File: src/rtl/regfile_pkg.sv
// Shared types and defaults for the parametrised register file.
// The state encoding is fixed here so the array and the clear sequencer agree on it.
package regfile_pkg;
  typedef enum logic {IDLE = 1'b0, SWEEP = 1'b1} state_t;
  localparam int DATA_W_DEF = 8;
  localparam int ADDR_W_DEF = 2;
endpackage

File: src/rtl/regfile_if.sv
// Decoder-side bus into the register file: two read ports, one write port, bulk clear.
interface regfile_if #(
  parameter int DATA_W = regfile_pkg::DATA_W_DEF,
  parameter int ADDR_W = regfile_pkg::ADDR_W_DEF
);
  import regfile_pkg::*;
  logic [ADDR_W-1:0] rs;
  logic [ADDR_W-1:0] rt;
  logic [ADDR_W-1:0] rd;
  logic [DATA_W-1:0] writeData;
  logic              RegWrite;
  logic              clr;
  logic [DATA_W-1:0] rsData;
  logic [DATA_W-1:0] rtData;
  logic              busy;
  logic              done;
  logic              wr_drop;

  modport master (output rs, rt, rd, writeData, RegWrite, clr,
                  input  rsData, rtData, busy, done, wr_drop);
  modport slave  (input  rs, rt, rd, writeData, RegWrite, clr,
                  output rsData, rtData, busy, done, wr_drop);
endinterface

File: src/rtl/regfile_clear_fsm.sv
// Bulk-clear sequencer: walks every register index once, one per cycle,
// and reports busy/done plus writes discarded while sweeping.
module regfile_clear_fsm import regfile_pkg::*; #(
  parameter int ADDR_W = ADDR_W_DEF
) (
  input  logic              clk,
  input  logic              rst,
  input  logic              clr,
  input  logic              RegWrite,
  output logic              busy,
  output logic              done,
  output logic              wr_drop,
  output logic              clr_en,
  output logic [ADDR_W-1:0] clr_addr
);
  localparam int DEPTH = 2**ADDR_W;
  localparam logic [ADDR_W:0] LAST = (ADDR_W+1)'(DEPTH-1);

  state_t          state, stateNext;
  logic [ADDR_W:0] cnt, cntNext;
  logic            doneNext, dropNext;

  always_ff @(posedge clk or posedge rst) begin
    if (rst) begin
      state   <= IDLE;
      cnt     <= '0;
      done    <= 1'b0;
      wr_drop <= 1'b0;
    end else begin
      state   <= stateNext;
      cnt     <= cntNext;
      done    <= doneNext;
      wr_drop <= dropNext;
    end
  end

  always_comb begin
    stateNext = state;
    cntNext   = cnt;
    doneNext  = 1'b0;
    dropNext  = 1'b0;
    case (state)
      IDLE: if (clr) begin
        stateNext = SWEEP;
        cntNext   = '0;
      end
      SWEEP: begin
        // clr is deliberately not looked at here: a running sweep is never restarted
        cntNext  = cnt + 1'b1;
        dropNext = RegWrite;
        if (cnt == LAST) begin
          stateNext = IDLE;
          doneNext  = 1'b1;
        end
      end
      default: stateNext = IDLE;
    endcase
  end

  assign busy     = (state == SWEEP);
  assign clr_en   = busy;
  assign clr_addr = cnt[ADDR_W-1:0];
endmodule

File: src/rtl/regfile_param.sv
// Parametrised register file between decoder and ALU: combinational dual read,
// single write, optional hardwired zero register and write-to-read forwarding.
module regfile_param import regfile_pkg::*; #(
  parameter int DATA_W   = DATA_W_DEF,
  parameter int ADDR_W   = ADDR_W_DEF,
  parameter bit ZERO_REG = 1'b0,
  parameter bit BYPASS   = 1'b1
) (
  input logic      clk,
  input logic      rst,
  regfile_if.slave bus
);
  localparam int DEPTH = 2**ADDR_W;

  logic [DEPTH-1:0][DATA_W-1:0] regs;
  logic                         busy, clrEn, weff;
  logic [ADDR_W-1:0]            clrAddr;

  regfile_clear_fsm #(.ADDR_W(ADDR_W)) uClr (
    .clk      (clk),
    .rst      (rst),
    .clr      (bus.clr),
    .RegWrite (bus.RegWrite),
    .busy     (busy),
    .done     (bus.done),
    .wr_drop  (bus.wr_drop),
    .clr_en   (clrEn),
    .clr_addr (clrAddr)
  );

  assign bus.busy = busy;

  // rst in weff keeps the forwarding path from leaking writeData while in reset
  assign weff = bus.RegWrite && !busy && !rst && !(ZERO_REG && bus.rd == '0);

  always_ff @(posedge clk or posedge rst) begin
    if (rst) begin
      regs <= '0;
    end else begin
      if (weff)  regs[bus.rd]  <= bus.writeData;
      if (clrEn) regs[clrAddr] <= '0;
    end
  end

  always_comb begin
    bus.rsData = regs[bus.rs];
    if (ZERO_REG && bus.rs == '0)
      bus.rsData = '0;
    else if (BYPASS && weff && bus.rd == bus.rs)
      bus.rsData = bus.writeData;
  end

  always_comb begin
    bus.rtData = regs[bus.rt];
    if (ZERO_REG && bus.rt == '0)
      bus.rtData = '0;
    else if (BYPASS && weff && bus.rd == bus.rt)
      bus.rtData = bus.writeData;
  end
endmodule

File: src/flat_wrapper.sv
// flat-port wrapper written by rule: the top's interface ports become plain ports
module regfile_param_flat import regfile_pkg::*;
#(
  parameter int DATA_W   = DATA_W_DEF,
  parameter int ADDR_W   = ADDR_W_DEF,
  parameter bit ZERO_REG = 1'b0,
  parameter bit BYPASS   = 1'b1
)
  (clk, rst, bus_rs, bus_rt, bus_rd, bus_writeData, bus_RegWrite, bus_clr, bus_rsData, bus_rtData, bus_busy, bus_done, bus_wr_drop);
  regfile_if #(.DATA_W(DATA_W), .ADDR_W(ADDR_W)) bus_i ();
  input logic clk;
  input logic rst;
  input wire logic [$bits(bus_i.rs)-1:0] bus_rs;
  input wire logic [$bits(bus_i.rt)-1:0] bus_rt;
  input wire logic [$bits(bus_i.rd)-1:0] bus_rd;
  input wire logic [$bits(bus_i.writeData)-1:0] bus_writeData;
  input wire logic [$bits(bus_i.RegWrite)-1:0] bus_RegWrite;
  input wire logic [$bits(bus_i.clr)-1:0] bus_clr;
  output wire logic [$bits(bus_i.rsData)-1:0] bus_rsData;
  output wire logic [$bits(bus_i.rtData)-1:0] bus_rtData;
  output wire logic [$bits(bus_i.busy)-1:0] bus_busy;
  output wire logic [$bits(bus_i.done)-1:0] bus_done;
  output wire logic [$bits(bus_i.wr_drop)-1:0] bus_wr_drop;
  assign bus_i.rs = bus_rs;
  assign bus_i.rt = bus_rt;
  assign bus_i.rd = bus_rd;
  assign bus_i.writeData = bus_writeData;
  assign bus_i.RegWrite = bus_RegWrite;
  assign bus_i.clr = bus_clr;
  assign bus_rsData = bus_i.rsData;
  assign bus_rtData = bus_i.rtData;
  assign bus_busy = bus_i.busy;
  assign bus_done = bus_i.done;
  assign bus_wr_drop = bus_i.wr_drop;
  regfile_param #(.DATA_W(DATA_W), .ADDR_W(ADDR_W), .ZERO_REG(ZERO_REG), .BYPASS(BYPASS)) u_core (.clk(clk), .rst(rst), .bus(bus_i));
endmodule
File: config.mk
export PLATFORM = sky130hd
export DESIGN_NAME = regfile_param_flat
export DESIGN_NICKNAME = d
export VERILOG_FILES = /design/src/rtl/regfile_pkg.sv /design/src/rtl/regfile_if.sv /design/src/rtl/regfile_clear_fsm.sv /design/src/rtl/regfile_param.sv /design/src/flat_wrapper.sv
export SDC_FILE = /design/constraint.sdc
export NUM_CORES = 1
export LEC_CHECK = 0
export CAP_MARGIN = 5
export CORE_ASPECT_RATIO = 2
export CORE_MARGIN = 8
export CORE_UTILIZATION = 48
export CTS_CLUSTER_DIAMETER = 80
export DETAILED_ROUTE_END_ITERATION = 10
export GPL_ROUTABILITY_DRIVEN = 1
export PLACE_DENSITY = 0.83
export SYNTH_ARGS = -nofsm -noshare
export SYNTH_HDL_FRONTEND = slang
export SYNTH_SLANG_ARGS = --single-unit
File: constraint.sdc
create_clock -name clk -period 1.7 [get_ports clk]
set_input_delay 0.17 -clock clk [delete_from_list [all_inputs] [get_ports clk]]
set_output_delay 0.17 -clock clk [all_outputs]
set_load 0.05 [all_outputs]
==> out/qor.yml <==
timing:
  setup_violations: 16
  setup_ws_ns: -0.230
  tightest_slew_ns: 0.505
  slew_viol_final: 0
  fmax_mhz: 518
  final-hold-violation-count: 0
  finalCritPeriodShare: 1.14
  min_period_ns: 1.93
  maxSlewHeadroom: 0.662
  rsz0062_at_grt: "yes"
  skew_ns: 0.00451
final_layout:
  nNetsFinal: 286
  seqCellArea_um2: 952
  multiInputGateArea_um2: 1440
  diodes: 0
  mostFrequentLayoutCell: "dfrtp_1"
  instances_no_fill: 321
  final_cell_mix: "37 x dfrtp_1, 36 x nand2_1"
  layout.filler_cells: 356
  design_area_um2: 3200
  drive_gt1_frac: 0.322
  area_delta_synth_final_pct: 32.9
grt:
  overflow: 0
  grt_pass1_wl_mm: 10.6
  grt_start_max_net_pins: 51
  use_met1: 0.187
  grt_pass1_vias: 2101
  busiest_layer: "met2"
  antenna_found_initial: 0
  grtUsageMet3: 0.0240
  groute.usage.overall: 0.180
  use_met2: 0.329
outcome:
  violations: "negative setup slack"
  status: "finished, violations left"
clocking:
  hold_buffers: 0
  post_cts_buffers: 0
  root_buffer: "clkbuf_8"
  htree_num_levels: 2
  numCtsBuffers: 5
  path_clk_slew_ns: 0.07
  insertion_delay_ns: 0.30
  clk_path_buf_depth: 2
  cts_sinks: 38
  cts_tree: "built"
die:
  core-area_um2: 4860
  rows: 36
  die_h_um: 116
  ios: 37
  initial_core_util: 0.495
  dieArea_um2: 7670
  die_w_um: 66.1
pwr:
  seq_power_share: 0.351
  clkPwrFrac: 0.193
  peakVddDrop_v: 0.000831
  power_density_nw_per_um2: 1060
  leakagePower_nw: 1.49
  pwr-share-comb: 0.457
  swShare: 0.399
  power.total_mw: 3.40
  p_int_mw: 2.04
  p_switching_mw: 1.36
placed_design:
  dp_cells: 311
  pre_cts_ws_ns: -0.323
  gp_congestion: 0.824
  place_area_um2: 2970
  dp_hpwl_mm: 4.62
  port_buffers: 36
route:
  first_pass_iters: 4
  antenna_left: 0
  post_drt_wl_per_cell_um: 21.1
  drt-initial-drc-count: 120
  routed_wirelength_mm: 6.79
  viasPerCell: 6.32
  drc: 0
  vias: 2028
yosys:
  syn_inst: 221
  ys_types: 31
  yosysWarnings: 0
  synth_top_area_cell: "dfrtp_1"
  synth_ff_type: "dfrtp_1"
  avgSynthCellArea_um2: 10.9
  syn_nets: 244
  synth-edff-count: 0
  synth_area_leaders: "dfrtp_1 40%, mux4_2 15%, mux2_2 7.5%"
  syn_area_um2: 2410
  synth-async-reset-ratio: 1.00
  ys_ff_latch: 38
  yosysTopAreaCellShare: 0.395
  yosysSeqAreaShare: 0.395
critical_path:
  reg2reg_slack_ns: 0.07
  crit_arrival_ns: 1.76
  crit_required_ns: 1.53
  cp-start-kind: "register"
  critPathLaunch: "u_core.uClr.busy"
  end_kind: "output port"
  r2r_start: "u_core.uClr.busy"
  r2r_cells: 4
  crit_type: "reg2out"
  path_max_fanout: 8
hold_path:
  hold_path_class: "in2async"
flow_run:
  drv_cap: 0
==> registers in the layout, indices dropped and copies added, names as in the netlist <==
register and count:
u_core.uClr.cnt 3, u_core.regs 32, u_core.uClr.wr_drop 1, u_core.uClr.busy 1, u_core.uClr.done 1
==> metal layers <==
| metal | part of all wire | up-vias |
|---|---|---|
| met2 | 0.56 | 93 |
| li1 | - | 894 |
| met5 | 0 | - |
| met1 | 0.34 | 1012 |
| met3 | 0.055 | 29 |
| met4 | 0.048 | 0 |
==> final timing paths <==
kind                                       to
setup / recovery                bus_rsData[4]
hold / removal                u_core.regs[18]
setup reg to reg               u_core.regs[1]
hold reg to reg               u_core.regs[28]
max in group asynchronous    u_core.uClr.busy
min in group clk           u_core.uClr.cnt[2]
==> critical path: stages (launching register included) <==
cell and delay [ns]:
dfrtp_2 0.42, nor3b_4 0.28, nand3_4 0.23, mux2_4 0.36, buf_6 0.15
==> logic make-up (layout without fill, tap and decap cells) <==
logic type / after synthesis / in the layout / synth area share
AND/OR/NAND/NOR: 83 / 83 / 0.196
flip-flops: 38 / 38 / 0.395
AO/OA/AOI/OAI: 35 / 35 / 0.0931
adder cells (fa/ha/maj): 5 / 5 / 0.0260
XOR/XNOR: 4 / 4 / 0.0146
buffers and inverters: 24 / 67 / 0.0510
multiplexers: 32 / 32 / 0.225
==> power groups by stage <==
stage	combinational (mW)	clock, mW	sequential [mW]
after global routing	1.66	0.684	1.21
after detailed placement	1.48	0	1.21
after floorplan	0.942	0	1.26
after global placement	1.44	0	1.20
after CTS	1.54	0.658	1.19
final	1.55	0.655	1.19
==> metrics by stage <==
stage                     hold WS [ns]  setup TNS (ns)   util
after CTS                        0.436           -4.27  0.642
after global placement           0.515           -5.79  0.610
final                            0.431           -3.47  0.657
after floorplan                  0.256          -0.263      -
after detailed placement         0.528           -7.22  0.610
after global routing             0.463           -4.57  0.657
==> Yosys cell counts (all sizes together), types with 2 or more instances <==
cell and count:
nor2 2, mux2 16, mux4 16, o211ai 16
o21ai 16, clkbuf 5, xnor2 4, nand3b 16
buf 15, and2 4, ha 5, nand2 36
dfrtp 38, nand3 18, inv 4
==> final cells by class <==
class | count | area share
timing repair buffer | 55 | 0.196
sequential | 38 | 0.298
tap | 57 | 0.0223
clock inverter | 1 | 0.00156
clock buffer | 7 | 0.0270
inverter | 4 | 0.00469
multi-input combinational | 159 | 0.451
==> timing repair <==
item	4_1_cts	5_1_grt
cloned	0	2
endpoints found under the setup margin	16	16
resized for setup	17	5
pin swaps	2	3
Note: power is estimated with default switching activity, not from simulation.
